File: config.mk
export PLATFORM = sky130hd
export DESIGN_NAME = memory_port_arbiter
export DESIGN_NICKNAME = d
export VERILOG_FILES = /design/src/rtl/memory_port_arbiter.sv
export SDC_FILE = /design/constraint.sdc
export NUM_CORES = 1
export LEC_CHECK = 0
export CAP_MARGIN = 20
export CORE_MARGIN = 4
export CORE_UTILIZATION = 41
export CTS_CLUSTER_DIAMETER = 30
export DETAILED_ROUTE_END_ITERATION = 10
export PLACE_DENSITY = 0.87
export REMOVE_ABC_BUFFERS = 1
export SLEW_MARGIN = 20
export SYNTH_ARGS = -nofsm -noshare
export SYNTH_HDL_FRONTEND = slang
export SYNTH_SLANG_ARGS = --single-unit
File: constraint.sdc
create_clock -name clk_i -period 3.4 [get_ports clk_i]
set_clock_uncertainty 0.2 [all_clocks]
set_input_delay 0.68 -clock clk_i [delete_from_list [all_inputs] [get_ports clk_i]]
set_output_delay 0.68 -clock clk_i [all_outputs]
set_load 0.005 [all_outputs]
File: src/rtl/memory_port_arbiter.sv
// Arbitrates the single memory port between the load unit and the store-buffer drain.
// Optional `ARBITER_STATS_EN adds grant/starvation statistics counters.
module memory_port_arbiter #(
   parameter int STARVE_LIMIT = 4
) (
   input  logic        clk_i,
   input  logic        rst_i,
   input  logic        flush_i,
   input  logic        ld_request_i,
   input  logic [31:0] ld_address_i,
   input  logic [1:0]  ld_width_i,
   output logic [31:0] ld_data_o,
   output logic        ld_done_o,
   input  logic        st_request_i,
   input  logic [31:0] st_address_i,
   input  logic [31:0] st_data_i,
   input  logic [1:0]  st_width_i,
   input  logic        st_buffer_full_i,
   output logic        st_done_o,
   output logic        mem_request_o,
   output logic        mem_write_o,
   output logic [31:0] mem_address_o,
   output logic [31:0] mem_data_o,
   output logic [1:0]  mem_width_o,
   input  logic [31:0] mem_data_i,
   input  logic        mem_done_i,
`ifdef ARBITER_STATS_EN
   output logic [31:0] ld_grant_count_o,
   output logic [31:0] st_grant_count_o,
   output logic [31:0] starve_event_count_o,
`endif
   output logic        idle_o
);

   localparam int CW = $clog2(STARVE_LIMIT + 1);
   localparam logic [CW-1:0] LIMIT = CW'(STARVE_LIMIT);

   typedef enum logic [2:0] {IDLE, LD_ISSUE, LD_WAIT, ST_ISSUE, ST_WAIT} state_t;

   state_t        state;
   logic [CW-1:0] starve_cnt;
   logic          drop;
   logic          starved;
   logic          st_grant;
   logic          ld_grant;

   // Stores win when forced (full buffer / starvation) or when no load competes.
   assign starved  = (starve_cnt == LIMIT);
   assign st_grant = (state == IDLE) && st_request_i &&
                     (st_buffer_full_i || starved || !ld_request_i || flush_i);
   assign ld_grant = (state == IDLE) && !st_grant && ld_request_i && !flush_i;

   // Completion is a combinational pass-through of the memory's done pulse.
   assign ld_done_o = (state == LD_WAIT) && mem_done_i && !drop && !flush_i;
   assign ld_data_o = ld_done_o ? mem_data_i : '0;
   assign st_done_o = (state == ST_WAIT) && mem_done_i;

   always_ff @(posedge clk_i) begin
      if (rst_i) begin
         state                <= IDLE;
         idle_o               <= 1'b1;
         mem_request_o        <= 1'b0;
         mem_write_o          <= 1'b0;
         mem_address_o        <= '0;
         mem_data_o           <= '0;
         mem_width_o          <= '0;
         drop                 <= 1'b0;
         starve_cnt           <= '0;
`ifdef ARBITER_STATS_EN
         ld_grant_count_o     <= '0;
         st_grant_count_o     <= '0;
         starve_event_count_o <= '0;
`endif
      end else begin
         mem_request_o <= 1'b0;

         if (!st_request_i || st_grant)
            starve_cnt <= '0;
         else if (ld_grant && !starved)
            starve_cnt <= starve_cnt + CW'(1);

         case (state)
            IDLE: begin
               if (st_grant) begin
                  state         <= ST_ISSUE;
                  idle_o        <= 1'b0;
                  mem_request_o <= 1'b1;
                  mem_write_o   <= 1'b1;
                  mem_address_o <= st_address_i;
                  mem_data_o    <= st_data_i;
                  mem_width_o   <= st_width_i;
               end else if (ld_grant) begin
                  state         <= LD_ISSUE;
                  idle_o        <= 1'b0;
                  mem_request_o <= 1'b1;
                  mem_write_o   <= 1'b0;
                  mem_address_o <= ld_address_i;
                  mem_width_o   <= ld_width_i;
               end
            end
            LD_ISSUE: begin
               state <= LD_WAIT;
               if (flush_i) drop <= 1'b1;
            end
            LD_WAIT: begin
               if (mem_done_i) begin
                  state  <= IDLE;
                  idle_o <= 1'b1;
                  drop   <= 1'b0;
               end else if (flush_i) begin
                  drop <= 1'b1;
               end
            end
            ST_ISSUE: state <= ST_WAIT;
            ST_WAIT: begin
               if (mem_done_i) begin
                  state  <= IDLE;
                  idle_o <= 1'b1;
               end
            end
            default: begin
               state  <= IDLE;
               idle_o <= 1'b1;
            end
         endcase

`ifdef ARBITER_STATS_EN
         if (ld_grant) ld_grant_count_o <= ld_grant_count_o + 32'd1;
         if (st_grant) st_grant_count_o <= st_grant_count_o + 32'd1;
         if (st_grant && starved) starve_event_count_o <= starve_event_count_o + 32'd1;
`endif
      end
   end

endmodule

# Word-level counts from Yosys, hierarchy flattened
# Cells that the tools add are included.
[word_totals]
register_bits = 76
in_bits = 139
out_inout_bits = 103
wordCells = 69
[op_classes]
n_addsub = 1
n_eq_ne = 7
n_mux = 19
n_bitwise = 2
n_reduce_logical = 31
[op_table]
columns = ["operator", "count"]
rows = [
  ["32-bit two-way mux", 3],
  ["3-bit case mux with 4 select lines", 1],
  ["1-bit logical AND", 10],
  ["3-bit two-way mux", 3],
  ["1-bit two-way mux", 8],
  ["2-bit OR reduction", 4],
  ["3-bit by 2-bit == test with 1-bit output (second input constant)", 2],
  ["3-bit == test (second input constant)", 2],
  ["1-bit zero test", 6],
  ["2-bit AND reduction", 3],
  ["1-bit logical OR", 4],
  ["2-bit two-way mux", 2],
  ["2-bit nonzero test", 2],
  ["3-bit by 1-bit adder with 3-bit output (second input constant)", 1],
  ["3-bit by 1-bit == test with 1-bit output (second input constant)", 1],
  ["3-bit zero test", 1],
  ["3-bit inequality test (second input constant)", 1],
  ["1-bit case mux with 3 select lines", 1],
  ["3-bit AND reduction", 1],
  ["2-bit by 1-bit inequality test with 1-bit output (second input constant)", 1],
  ["1-bit NOT", 2],
  ["1-bit case mux with 2 select lines", 1],
]

# Logic depth before layout (Yosys ltp)
# Gate-level depths: netlist (run 1).
[logic_depth]
ltp_word = 12
depth_mapped = 7
ltp_nobuf = 5

# Worst setup path after synthesis (run 1)
# No wires, ideal clock.
[synth_path]
path_kind = "input port to output port"
start = "input mem_done_i"
end = "output ld_data_o[22]"
t_arrival_ns = 1.505
t_required_ns = 2.520
slack_ns = 1.015
stages = 4
path_buffers = 1
path_cell_list = "nor2b_1 > and4_1 > clkbuf_1 > and2_1"
[synth_between]
elab_chain_cells = 4
[synth_lines]
columns = ["element", "line_no", "text"]
rows = [
  ["from (decl)", "26", "input logic mem_done_i,"],
  ["1-bit logical AND (3 in a row)", "54", "assign ld_done_o = (state == LD_WAIT) && mem_done_i && !drop && !flush_i;"],
  ["net ld_done_o", "13", "output logic ld_done_o,"],
  ["32-bit two-way mux", "55", "assign ld_data_o = ld_done_o ? mem_data_i : '0;"],
  ["to (decl)", "12", "output logic [31:0] ld_data_o,"],
]
# The timed path passes the listed nets, and every way through them passes these cells.

# Final worst setup path (run 1)
[layout_path]
start = "input mem_done_i"
end = "output ld_data_o[0]"
[layout_between]
elab_chain_cells = 4
[layout_lines]
columns = ["element", "line_no"]
rows = [
  ["1-bit logical AND (3 in a row)", "54"],
  ["32-bit two-way mux", "55"],
]
# No other way between the ends.

==> out/metrics.yaml, run 1 <==
run_status:
  status: "finished clean"
power:
  seq_power_share_pct: 39.4
  intPower_uw: 1998
  p_leak_uw: 0.002466
  ir_drop_uv: 237.3
  switching_share_pct: 26.60
  power_switching_uw: 724.1
  p_clk_share_pct: 30.7
  p_per_area_mw_per_mm2: 408.5
  pwr-share-comb_pct: 29.9
cells_and_area:
  area_delta_synth_final_pct: 67.70
  regArea_mm2: 0.001521
  antenna-diode-count: 0
  multiInputGateArea_mm2: 0.002093
  nNetsFinal: 797
  drive_gt1_share_pct: 5.152
  fillers: 731
critical_path:
  critPathKind: "primary input to output port"
  worstSetupStartpointType: "primary input"
  worstPathRequired_ns: 2.52
  cp.arrival_ns: 2.43
  path_max_fanout: 33
  endpoint_kind: "output port"
synthesis:
  postSynthCellCount: 436
  synth_area_per_cell_um2: 9.114
  netlist_top_cells_area: "dfxtp_1 (38%), nand2b_1 (11%), o221a_1 (8.5%), mux2i_1 (8.1%), a221oi_1 (7.5%)"
  ys_seq_area_share_pct: 38.29
  ys.flop_type: "dfxtp_1"
  synth_edf_count: 0
  yosysWarnings: 0
  yosysTopAreaCell: "dfxtp_1"
  ys_types: 37
  ys_top_cells_by_count: "dfxtp_1 (76), nand2b_1 (67), nor2_1 (41)"
  async_flop_share_pct: 0
  ys_seq_elements: 76
  yosysMostFrequentCell: "dfxtp_1"
  synth_top_area_share_pct: 38.29
  syn_area_mm2: 0.003974
global_routing:
  grt.overflow.total: 0
  antenna_found_initial: 0
  grt_util_met1_pct: 23.68
  track_usage_pct: 22.38
  met3_usage_pct: 6.315
  grt_pass1_vias: 4106
  grt_max_degree: 70
  busiest_layer: "met2"
  grt_pass1_wl_um: 20600
  grt_use_met2_pct: 41.99
sta:
  final_hold_viol_count: 0
  grt_setup_unrepaired: "false"
  clock.fmax_ghz: 0.3019
  setup_viol: 0
  whs_ns: 0.2767
  min_period_ns: 3.312
  post-route-period-util_pct: 97.43
  slew_viol_final: 0
  maxSlewHeadroom_pct: 49.18
  tightest_slew_ns: 0.7623
  fin_tns_setup_ns: 0
die:
  die_w_um: 106.5
  boundaryPins: 242
  row_count: 35
  die_area_mm2: 0.01133
  die_h_um: 106.5
  core_mm2: 0.009328
  start_util_pct: 42.60
flow_run:
  cap_violations: 0
routing:
  wl_per_cell_um: 16.87
  vias: 4099
  drt_iter0_drc: 208
  drc: 0
  drt.antenna.violating_nets: 0
  routed_wirelength_um: 13310
  dr.pass1.iters: 4
  drt-vias-per-instance: 5.195
clock_network:
  cts.sinks: 76
  clockRootBuffer: "clkbuf_8"
  hold_buffers: 0
  cts_resized: 0
  numCtsBuffers: 9
  cts.clk_slew.worst_paths_ns: 0.07
  postCtsSetupBuffers: 0
  insertion_delay_ns: 0.33
  cts_buffer_depth: 2
  tritoncts: "done"
  htreeDepth: 3
placement:
  port_buffers: 241
  place_congestion: 0.7636
  dp_hpwl_um: 9997
min_path:
  worstHoldPathType: "flip-flop to flip-flop"
[layout make-up]
type / instances / share of cell area (%)
repair buffers: 251 / 37.63
multi-input cells: 280 / 31.41
flip-flops and latches: 76 / 22.83
well taps: 129 / 2.422
inverters: 38 / 2.140
clock buffers: 10 / 2.065
clock inverters: 5 / 1.502
[power by group through the flow]
stage	logic [uW]	registers, uW	clock network, uW
floorplan	322	1090	0
global placement	800	1080	0
detailed placement	819	1090	0
CTS	824	1070	850
global route	879	1090	892
finish	815	1070	835
[sequential cells by signal, indices dropped and copies added, names as in the netlist]
signal,count
drop,1
idle_o,1
mem_address_o,32
mem_data_o,32
mem_request_o,1
mem_width_o,2
mem_write_o,1
starve_cnt,3
state,3
[worst paths after layout]
path              slack (ns)        endpoint           start  cells after the start
hold / removal          0.28  mem_data_o[12]  mem_data_o[12]                      2
hold reg to reg         0.28  mem_data_o[12]  mem_data_o[12]                      2
setup / recovery        0.09    ld_data_o[0]      mem_done_i                      6
setup reg to reg        0.83  mem_data_o[16]        state[0]                      4
[metal layers]
metal	routed length, um	vias up
met3	1121	22
li1	-	1974
met5	0	-
met2	6943	195
met1	4896	1908
met4	347	0
[cell families after synthesis]
family	Yosys count	synth area share [%]
and+or+nand+nor	153	21.79
adders and majority gates	2	0.6296
AOI/OAI and AO/OA	91	21.44
muxes	32	8.061
DFF	76	38.29
xor gates and xnor gates	2	0.4409
buffers and inverters	80	9.352
[layout by cell type (no fill, tap or decap), drive strengths merged, types with 2 or more instances in the layout]
cell type,count
clkdlybuf4s50,240
mux2i,32
and2,33
a21oi,3
o31ai,2
inv,38
buf,11
o221a,34
a211oi,5
nor2b,2
nand4,2
clkbuf,10
bufinv,3
ha,2
clkinv,2
a221oi,35
dfxtp,76
nor2,41
nand2b,67
xor2,2
nor4b,2
a31oi,3
[worst max-delay path, cell delays in order]
cell	delay, ns
clkdlybuf4s50_1	0.49
nor2b_1	0.17
and4_1	0.26
buf_12	0.16
and2_1	0.15
clkdlybuf4s50_1	0.51
[through the flow]
step	instance area, um^2	util [%]	setup slack, ns	power, uW	instances
5_1_grt	6664	71.44	0.007177	2858	789
2_1_floorplan	3745	-	-1.857	1415	394
3_3_place_gp	6426	68.89	0.1660	1885	774
6_report	6664	71.44	0.08752	2722	789
4_1_cts	6664	71.44	0.06388	2745	789
3_5_place_dp	6426	68.89	0.07157	1910	774
No activity file was read; power rests on OpenSTA's default activity.
==> run 2: changes to the inputs <==
Settings changed: CORE_MARGIN 4 to default.
==> out/metrics.yaml, run 2 (synthesized netlist as in run 1, its figures left out) <==
run_status:
  status: "finished clean"  # unchanged
min_path:
  holdPathStages: 2  # unchanged
  worstHoldPathType: "flip-flop to flip-flop"  # unchanged
power:
  ir_drop_uv: 249.8  # was 237.3 uV
  p_per_area_mw_per_mm2: 398.1  # was 408.5 mW/mm^2
  p_leak_uw: 0.002449  # was 0.002466 uW
critical_path:
  worstSetupStartpointType: "primary input"  # unchanged
  slowest_delay_ns: 0.50  # was 0.51 ns
  path_cells: "clkdlybuf4s50_1 -> nor2b_2 -> and4_1 -> buf_12 -> and2_1 -> clkdlybuf4s50_1"  # was clkdlybuf4s50_1 -> nor2b_1 -> and4_1 -> buf_12 -> and2_1 -> clkdlybuf4s50_1
  critPathKind: "primary input to output port"  # unchanged
  crit_top_cell: "clkdlybuf4s50_1"  # unchanged
  endpoint_kind: "output port"  # unchanged
  worstPathRequired_ns: 2.52  # about the same
  reg2regPathDepth: 4  # unchanged
  path_max_fanout: 33  # unchanged
  cp.arrival_ns: 2.37  # was 2.43 ns
  cp_slowest_cell: "clkdlybuf4s50_1"  # unchanged
cells_and_area:
  nNetsFinal: 796  # was 797
  fin_cells: 788  # was 789
  layout_common_cells: "clkdlybuf4s50_1 (240), dfxtp_1 (76), nand2b_1 (67)"  # unchanged
  multiInputGateArea_mm2: 0.002096  # was 0.002093 mm^2
  top_regs: "mem_address_o x32, mem_data_o x32"  # unchanged
  post-route-util_pct: 71.15  # was 71.44%
  drive_gt1_share_pct: 5.008  # was 5.152%
  antenna-diode-count: 0  # unchanged
  fillers: 745  # was 731
  regArea_mm2: 0.001521  # unchanged
  area_delta_synth_final_pct: 67.00  # was 67.70%
  final_common_cell: "clkdlybuf4s50_1"  # unchanged
  stdcell_area_mm2: 0.006636  # was 0.006664 mm^2
routing:
  routed_wirelength_um: 12300  # was 13310 um
  drt_iter0_drc: 160  # was 208
  wl_per_cell_um: 15.61  # was 16.87 um
  drt-vias-per-instance: 5.189  # was 5.195
  dr.pass1.iters: 4  # unchanged
  drt.antenna.violating_nets: 0  # unchanged
  drc: 0  # unchanged
  vias: 4089  # was 4099
die:
  die_area_mm2: 0.01009  # was 0.01133 mm^2
  core_mm2: 0.009328  # unchanged
  row_count: 35  # unchanged
  start_util_pct: 42.60  # unchanged
  boundaryPins: 242  # unchanged
  die_w_um: 100.5  # was 106.5 um
  die_h_um: 100.5  # was 106.5 um
global_routing:
  antenna_found_initial: 0  # unchanged
  grt.overflow.total: 0  # unchanged
  grt_pass1_wl_um: 19090  # was 20600 um
  track_usage_pct: 23.70  # was 22.38%
  grt_pass1_vias: 3980  # was 4106
  grt_max_degree: 64  # was 70
sta:
  slew_viol_final: 0  # unchanged
  post-route-period-util_pct: 95.48  # was 97.43%
  tightest_slew_ns: 0.9762  # was 0.7623 ns
  maxSlewHeadroom_pct: 34.92  # was 49.18%
  grt_setup_unrepaired: "false"  # unchanged
  fin_tns_setup_ns: 0  # unchanged
  final_hold_viol_count: 0  # unchanged
  min_period_ns: 3.246  # was 3.312 ns
  setup_viol: 0  # unchanged
  clock.fmax_ghz: 0.3080  # was 0.3019 GHz
flow_run:
  cap_violations: 0  # unchanged
clock_network:
  cts_resized: 0  # unchanged
  cts.sinks: 76  # unchanged
  cts_buffer_depth: 2  # unchanged
  postCtsSetupBuffers: 0  # unchanged
  cts.clk_slew.worst_paths_ns: 0.07  # about the same
  insertion_delay_ns: 0.33  # about the same
  tritoncts: "done"  # unchanged
  hold_buffers: 0  # unchanged
  clockRootBuffer: "clkbuf_8"  # unchanged
  numCtsBuffers: 9  # unchanged
  htreeDepth: 3  # unchanged
placement:
  dp_hpwl_um: 9021  # was 9997 um
  place_area_mm2: 0.006419  # was 0.006426 mm^2
  dpl.cell_count: 773  # was 774
  port_buffers: 241  # unchanged
  place_congestion: 0.7846  # was 0.7636
-- run 2: cell types whose count changed in the layout (fill, tap and decap cells not counted), sizes merged --
cell / previous run / this run
clkbuf: 10 / 11
bufinv: 3 / 2
buf: 11 / 10
-- run 2: layer usage --
metal / vias to the layer above / routed length, um / global-route usage, %
met5: - / 0 / 0
met3: 32 / 876 / 4.854
met2: 185 / 6495 / 44.26
li1: 1971 / - / -
met4: 0 / 435 / 11.71
met1: 1901 / 4490 / 25.24
-- run 2: path summary, 6_finish.rpt --
check | startpoint | slack [ns] | endpoint
max reg2reg | state[0] | 1.00 | mem_data_o[11]
max | mem_done_i | 0.15 | ld_data_o[16]
min reg2reg | mem_data_o[10] | 0.27 | mem_data_o[10]
min | mem_data_o[10] | 0.27 | mem_data_o[10]
-- run 2: area by class of cell --
cell class	instances	area share, %
clock buffers	11	2.130
clock inverters	4	1.112
inverters	38	2.149
multi-input cells	280	31.58
flip-flops and latches	76	22.93
well taps	129	2.432
repair buffers	250	37.67
-- run 2: where the power goes --
part	switching, uW	total [uW]	internal [uW]	leakage, uW
registers	75.6	1070	996	0.000626
clock network	331	762	430	0.000109
logic	309	808	499	0.00171
total	716	2640	1930	0.00245
-- run 2: through the flow --
stage          power [uW]  setup slack [ns]  hold slack, ns
6_report             2642            0.1537          0.2701
5_1_grt              2781           0.06768          0.2950
4_1_cts              2663           0.09684          0.2741
3_5_place_dp         1899           0.09686          0.2609
3_3_place_gp         1874            0.1414          0.2565
2_1_floorplan        1415            -1.857          0.2638
-- run 2: critical path, delay by kind of cell --
| family | cells | cell delay (ns) |
|---|---|---|
| buf+inv | 3 | 1.13 |
| simple gates | 3 | 0.55 |
